`config.mk`:
```
export PLATFORM = sky130hd
export DESIGN_NAME = ps2_host_tx
export DESIGN_NICKNAME = d
export VERILOG_FILES = /design/src/rtl/ps2_host_tx.sv
export SDC_FILE = /design/constraint.sdc
export NUM_CORES = 1
export LEC_CHECK = 0
export CORE_MARGIN = 4
export CORE_UTILIZATION = 40
export CTS_BUF_LIST = sky130_fd_sc_hd__clkbuf_16
export CTS_CLUSTER_DIAMETER = 30
export DETAILED_ROUTE_END_ITERATION = 16
export GPL_TIMING_DRIVEN = 1
export SYNTH_ARGS = -nofsm -noshare
export SYNTH_HDL_FRONTEND = slang
export SYNTH_SLANG_ARGS = --single-unit
```
`constraint.sdc`:
```
create_clock -name clk -period 3.22 [get_ports clk]
set_input_delay 0.644 -clock clk [delete_from_list [all_inputs] [get_ports clk]]
set_output_delay 0.644 -clock clk [all_outputs]
set_load 0.02 [all_outputs]
```
`src/rtl/ps2_host_tx.sv`:
```
// PS/2 host-to-device transmitter: clock inhibit, request-to-send, 11-bit frame, device ACK.
// Define PS2_TX_RETRY_EN to retry a failed byte once before reporting tx_err.
module ps2_host_tx #(
   parameter int INHIBIT_CYCLES = 1000,
   parameter int RTS_CYCLES     = 16,
   parameter int TIMEOUT_CYCLES = 20000
) (
   input  logic       clk,
   input  logic       rst,
   input  logic [7:0] tx_data,
   input  logic       tx_valid,
   output logic       tx_ready,
   input  logic       ps2_clk_in,
   input  logic       ps2_data_in,
   output logic       ps2_clk_oe,
   output logic       ps2_data_oe,
   output logic       tx_done,
   output logic       tx_err,
   output logic [2:0] dbg_state
);

   localparam int INH_W = (INHIBIT_CYCLES > 1) ? $clog2(INHIBIT_CYCLES) : 1;
   localparam int RTS_W = (RTS_CYCLES > 1) ? $clog2(RTS_CYCLES) : 1;
   localparam int TO_W  = (TIMEOUT_CYCLES > 1) ? $clog2(TIMEOUT_CYCLES) : 1;

   localparam logic [INH_W-1:0] INH_LAST = INH_W'(INHIBIT_CYCLES - 1);
   localparam logic [RTS_W-1:0] RTS_LAST = RTS_W'(RTS_CYCLES - 1);
   localparam logic [TO_W-1:0]  TO_LAST  = TO_W'(TIMEOUT_CYCLES - 1);

   localparam logic [2:0] S_IDLE      = 3'd0;
   localparam logic [2:0] S_INHIBIT   = 3'd1;
   localparam logic [2:0] S_RTS       = 3'd2;
   localparam logic [2:0] S_SHIFT     = 3'd3;
   localparam logic [2:0] S_ACK       = 3'd4;
   localparam logic [2:0] S_WAIT_IDLE = 3'd5;
`ifdef PS2_TX_RETRY_EN
   localparam logic [2:0] S_GAP       = 3'd6;
`endif

   logic [2:0]       r_state;
   logic [7:0]       r_byte;
   logic             r_parity;
   logic [INH_W-1:0] r_inh_cnt;
   logic [RTS_W-1:0] r_rts_cnt;
   logic [TO_W-1:0]  r_to_cnt;
   logic [3:0]       r_bit_cnt;
   logic             r_clk_oe;
   logic             r_data_oe;
   logic             r_done;
   logic             r_err;
   logic             r_clk_s1, r_clk_s2, r_clk_d;
   logic             r_dat_s1, r_dat_s2;
`ifdef PS2_TX_RETRY_EN
   logic             r_retried;
`endif

   logic w_accept;
   logic w_clk_fall;
   logic w_bus_idle;
   logic w_to_busy;
   logic w_nack;
   logic w_timeout;
   logic w_fail;

   // Handshake: tx_ready is high in IDLE except during a done/err pulse cycle;
   // a byte is taken at the posedge where tx_valid & tx_ready.
   assign tx_ready   = (r_state == S_IDLE) & ~r_done & ~r_err;
   assign w_accept   = tx_valid & tx_ready;
   assign w_clk_fall = r_clk_d & ~r_clk_s2;
   assign w_bus_idle = r_clk_s2 & r_dat_s2;
   assign w_to_busy  = (r_state == S_SHIFT) | (r_state == S_ACK) | (r_state == S_WAIT_IDLE);
   assign w_nack     = (r_state == S_ACK) & w_clk_fall & r_dat_s2;
   // A falling edge or a finished bus-idle wait both beat the timeout in the same cycle.
   assign w_timeout  = w_to_busy & ~w_clk_fall & (r_to_cnt == TO_LAST)
                       & ~((r_state == S_WAIT_IDLE) & w_bus_idle);
   assign w_fail     = w_nack | w_timeout;

   assign ps2_clk_oe  = r_clk_oe;
   assign ps2_data_oe = r_data_oe;
   assign tx_done     = r_done;
   assign tx_err      = r_err;
   assign dbg_state   = r_state;

   always_ff @(posedge clk or posedge rst) begin
      if (rst) begin
         r_state   <= S_IDLE;
         r_byte    <= '0;
         r_parity  <= 1'b0;
         r_inh_cnt <= '0;
         r_rts_cnt <= '0;
         r_to_cnt  <= '0;
         r_bit_cnt <= '0;
         r_clk_oe  <= 1'b0;
         r_data_oe <= 1'b0;
         r_done    <= 1'b0;
         r_err     <= 1'b0;
         r_clk_s1  <= 1'b1;
         r_clk_s2  <= 1'b1;
         r_clk_d   <= 1'b1;
         r_dat_s1  <= 1'b1;
         r_dat_s2  <= 1'b1;
`ifdef PS2_TX_RETRY_EN
         r_retried <= 1'b0;
`endif
      end else begin
         r_done   <= 1'b0;
         r_err    <= 1'b0;
         r_clk_s1 <= ps2_clk_in;
         r_clk_s2 <= r_clk_s1;
         r_clk_d  <= r_clk_s2;
         r_dat_s1 <= ps2_data_in;
         r_dat_s2 <= r_dat_s1;
         if (w_fail) begin
            r_clk_oe  <= 1'b0;
            r_data_oe <= 1'b0;
            r_to_cnt  <= '0;
`ifdef PS2_TX_RETRY_EN
            if (!r_retried) begin
               r_retried <= 1'b1;
               r_state   <= S_GAP;
            end else begin
               r_err   <= 1'b1;
               r_state <= S_IDLE;
            end
`else
            r_err   <= 1'b1;
            r_state <= S_IDLE;
`endif
         end else begin
            case (r_state)
               S_IDLE: begin
                  if (w_accept) begin
                     r_byte    <= tx_data;
                     r_parity  <= ~^tx_data;
                     r_inh_cnt <= '0;
                     r_clk_oe  <= 1'b1;
                     r_data_oe <= 1'b0;
                     r_state   <= S_INHIBIT;
`ifdef PS2_TX_RETRY_EN
                     r_retried <= 1'b0;
`endif
                  end
               end
               S_INHIBIT: begin
                  if (r_inh_cnt == INH_LAST) begin
                     r_inh_cnt <= '0;
                     r_rts_cnt <= '0;
                     r_data_oe <= 1'b1;
                     r_state   <= S_RTS;
                  end else begin
                     r_inh_cnt <= r_inh_cnt + 1'b1;
                  end
               end
               S_RTS: begin
                  if (r_rts_cnt == RTS_LAST) begin
                     r_rts_cnt <= '0;
                     r_clk_oe  <= 1'b0;
                     r_bit_cnt <= '0;
                     r_to_cnt  <= '0;
                     r_state   <= S_SHIFT;
                  end else begin
                     r_rts_cnt <= r_rts_cnt + 1'b1;
                  end
               end
               S_SHIFT: begin
                  if (w_clk_fall) begin
                     r_to_cnt  <= '0;
                     r_bit_cnt <= r_bit_cnt + 1'b1;
                     // Line level is the inverse of the pull-low enable: data LSB first, then odd parity, then stop.
                     if (r_bit_cnt < 4'd8) begin
                        r_data_oe <= ~r_byte[r_bit_cnt[2:0]];
                     end else if (r_bit_cnt == 4'd8) begin
                        r_data_oe <= ~r_parity;
                     end else begin
                        r_data_oe <= 1'b0;
                        r_state   <= S_ACK;
                     end
                  end else if (r_to_cnt != TO_LAST) begin
                     r_to_cnt <= r_to_cnt + 1'b1;
                  end
               end
               S_ACK: begin
                  if (w_clk_fall) begin
                     r_to_cnt <= '0;
                     r_state  <= S_WAIT_IDLE;
                  end else if (r_to_cnt != TO_LAST) begin
                     r_to_cnt <= r_to_cnt + 1'b1;
                  end
               end
               S_WAIT_IDLE: begin
                  if (w_bus_idle) begin
                     r_done   <= 1'b1;
                     r_to_cnt <= '0;
                     r_state  <= S_IDLE;
                  end else if (w_clk_fall) begin
                     r_to_cnt <= '0;
                  end else if (r_to_cnt != TO_LAST) begin
                     r_to_cnt <= r_to_cnt + 1'b1;
                  end
               end
`ifdef PS2_TX_RETRY_EN
               S_GAP: begin
                  r_inh_cnt <= '0;
                  r_clk_oe  <= 1'b1;
                  r_state   <= S_INHIBIT;
               end
`endif
               default: begin
                  r_clk_oe  <= 1'b0;
                  r_data_oe <= 1'b0;
                  r_state   <= S_IDLE;
               end
            endcase
         end
      end
   end

endmodule
```
==> flow_summary_export.csv <==
group,metric,value,unit
run_status,run_status,"finished clean",
synthesis,synth_nets,300,
synthesis,synth_area_leader_cell,"dfrtp_1",
layout,post_route_cells_drive_above_1_share,0.144,
global_routing,vias_in_the_first_global_route,2006,
synthesis,synth.avg_cell_area,10.1,sq um
synthesis,synthXorXnorAreaFrac,0.0706,
synthesis,synth_edf_count,0,
sta,finalHoldViolCount,0,
cts,cts_inserted_buffers,5,
die,io_pins,21,
placement,io_buffer_count,20,
layout,antennaDiodeCount,0,
global_routing,grt_max_degree,29,
cts,clock_sinks,54,
cts,clock_tree.buffer_depth,2,
die,die_x,92.4,um
cts,cts.reportedPaths.clkPinSlew,70,ps
synthesis,synthesis.yosys.warnings,0,
synthesis,synth_compound_area_frac,0.115,
route,drt-vias-per-instance,5.30,
route,detail-route-antenna-nets,0,
route,drt-total-wl,5500,um
cts,cts-hold-fix-buffers,0,
synthesis,synthArstFlopShare,1.00,
cts,cts_htree_levels,2,
sta,post-route-min-period,2700,ps
sta,worst_hold_slack,358,ps
sta,maxClockFrequency,0.370,GHz
synthesis,synth_area,2850,sq um
placement,gp_congestion,0.899,
synthesis,synthSimpleGateAreaFrac,0.223,
critical_path,worstPathArrival,2060,ps
critical_path,cp_slowest_stage_delay,630,ps
layout,finalNetCount,323,
synthesis,synth.most_common_cell,"dfrtp_1",
global_routing,globalRouteTotalUtil,0.138,
die,die_y,92.4,um
job,maxCapViolations,0,
synthesis,synthesis.instances,282,
critical_path,crit_buf_inv,1,
synthesis,post_synth_mux_area_share,0.0715,
synthesis,yosys.cell_types.count,57,
critical_path,endpoint_kind,"primary output",
synthesis,synth_top_cell_area_share,0.430,
layout,fillers,628,
critical_path,cell_family_with_most_cp_delay,"buffers and inverters",
power,max_ir_drop_vdd,0.000381,V
critical_path,largest_fanout_on_the_critical_path,15,
synthesis,synth.yosys.seq_area_share,0.476,
critical_path,cp_slowest_cell,"clkdlybuf4s50_1",
sta,grt_setup_unrepaired,"no",
critical_path,path_cells,"nor3_1 -> nor3b_1 -> clkdlybuf4s50_1",
cts,post-cts-setup-buffers,0,
die,placementRows,30,
die,placeableCoreArea,6870,sq um
power,leakagePower,0.00138,uW
global_routing,grt_first_pass_wirelength,9390,um
critical_path,start_to_end_type_of_the_worst_setup_path,"flip-flop to primary output",
sta,final-setup-viol-count,0,
cts,cts-root-buf,"clkbuf_16",
route,drt-initial-drc-count,100,
placement,hpwl,4090,um
synthesis,yosys_register_bits,54,
route,detail_route.first_pass.iterations,4,
route,detailroute.via_count,2131,
cts,cts_tree,"done",
synthesis,synthAdderAreaFrac,0.0219,
sta,worst-slew-pin-transition,586,ps
synthesis,synth_top_flop_cell,"dfrtp_1",
synthesis,combinational_family_with_the_most_area_after_synthesis,"simple AND/OR/NAND/NOR gates",
global_routing,grt_antenna_before_repair,0,
sta,final.period_utilization,0.839,
route,drt-wirelength-per-cell,13.7,um
critical_path,cp-start-kind,"flip-flop",
cts,clk_latency,290,ps
layout,area_growth_syn_to_layout,16.1,%
die,die-area,8540,sq um
sta,worst_slew_margin_rel,0.609,
synthesis,synthTopCellsByArea,"dfrtp_1, xnor2_1, dfstp_2, nor2_1, mux2_2",
die,initial_core_util,0.415,
critical_path,r2r_setup_slack,800,ps
global_routing,grt.overflow.total,0,
route,detail_route.drc_violations,0,
sta,drv_slew,0,
sta,max_clock_skew,6.47,ps
cts,cts_resized,0,
synthesis,synth.top_cells.by_count,"dfrtp_1, nor2_1, nand2_1",
power,powerDensity,771,nW/um^2
critical_path,cp_data_required_time,2580,ps
min_path,hold_path_class,"flip-flop to flip-flop",
sta,totalNegativeSetupSlack,0,ps
## path summary, 6_finish.rpt
| kind | from | endpoint | cells past startpoint |
|---|---|---|---|
| max in group asynchronous | rst | r_dat_s1 | 3 |
| min | r_dat_s1 | r_dat_s2 | 0 |
| min in group asynchronous | rst | r_to_cnt[4] | 2 |
| max reg2reg | dbg_state[0] | dbg_state[1] | 6 |
| max | dbg_state[1] | tx_ready | 3 |
| min reg2reg | r_dat_s1 | r_dat_s2 | 0 |
## layer usage
metal	GRT usage	wire, um
met1	0.189	2730
met2	0.207	2440
met3	0.0349	231
met4	0.0582	96
met5	0	0
## power breakdown
group          leakage (uW)  total (uW)  internal [uW]  switching (uW)
clock             0.0000754         524            287             237
combinational      0.000608        1000            478             525
sequential         0.000698        1030            844             183
total               0.00138        2550           1610             944
## worst reg2reg max path, stage by stage, from the launching register on
cell	delay (ps)
dfrtp_1	590
clkinv_1	350
nor3_1	420
nand2b_1	240
nand3_2	170
a311o_1	220
mux2_4	300
## registers in the layout (all words and copies together), names as in the netlist, 3 cells and up
signal	count
r_byte	8
r_inh_cnt	10
dbg_state	3
r_rts_cnt	4
r_to_cnt	15
r_bit_cnt	4
## cells by family (layout without fill, tap and decap cells)
logic type / count (synthesis) / count (layout)
buf+inv: 14 / 38
compound gates: 49 / 49
fa+ha+maj: 5 / 5
flops: 54 / 54
mux: 16 / 16
xor+xnor: 23 / 23
simple gates: 121 / 121
## through the flow
stage | instance area, sq um | worst slack, ps | std cells | power, uW | utilization
6_report | 3310 | 520 | 402 | 2550 | 0.482
5_1_grt | 3310 | 375 | 402 | 2760 | 0.482
4_1_cts | 3310 | 490 | 402 | 2580 | 0.482
3_5_place_dp | 3170 | 724 | 394 | 2040 | 0.461
3_3_place_gp | 3170 | 776 | 394 | 2030 | 0.461
2_1_floorplan | 2850 | 1060 | 282 | 1770 | -
## area by class of cell
class	instances	area, sq um	share of cell area
clock buffers	5	125	0.0378
clock inverters	3	17.5	0.00529
inverters	8	30.0	0.00907
multi-input cells	214	1430	0.433
flip-flops and latches	54	1360	0.410
well taps	96	120	0.0363
repair buffers	22	228	0.0688
## placed cells by master (no fill, tap or decap), types with 2 or more instances in the layout
cell	instances
mux4_2	2
nor3b_1	3
xor2_1	6
or3_1	2
a22o_1	4
mux2_2	11
dfstp_2	5
mux2i_1	2
nand4_1	9
clkbuf_16	5
nand2_1	26
or4_1	2
a311oi_1	2
xnor2_1	17
and3_1	4
ha_1	5
nor4_1	2
clkdlybuf4s50_1	20
nor2_1	34
nand3_1	7
nand2b_1	5
a31oi_1	2
a21oi_1	7
inv_1	7
o211ai_1	2
nor3_2	2
dfrtp_1	49
nor3_1	10
o21ai_0	21
a21o_2	2
No activity file was read; power rests on OpenSTA's default activity.
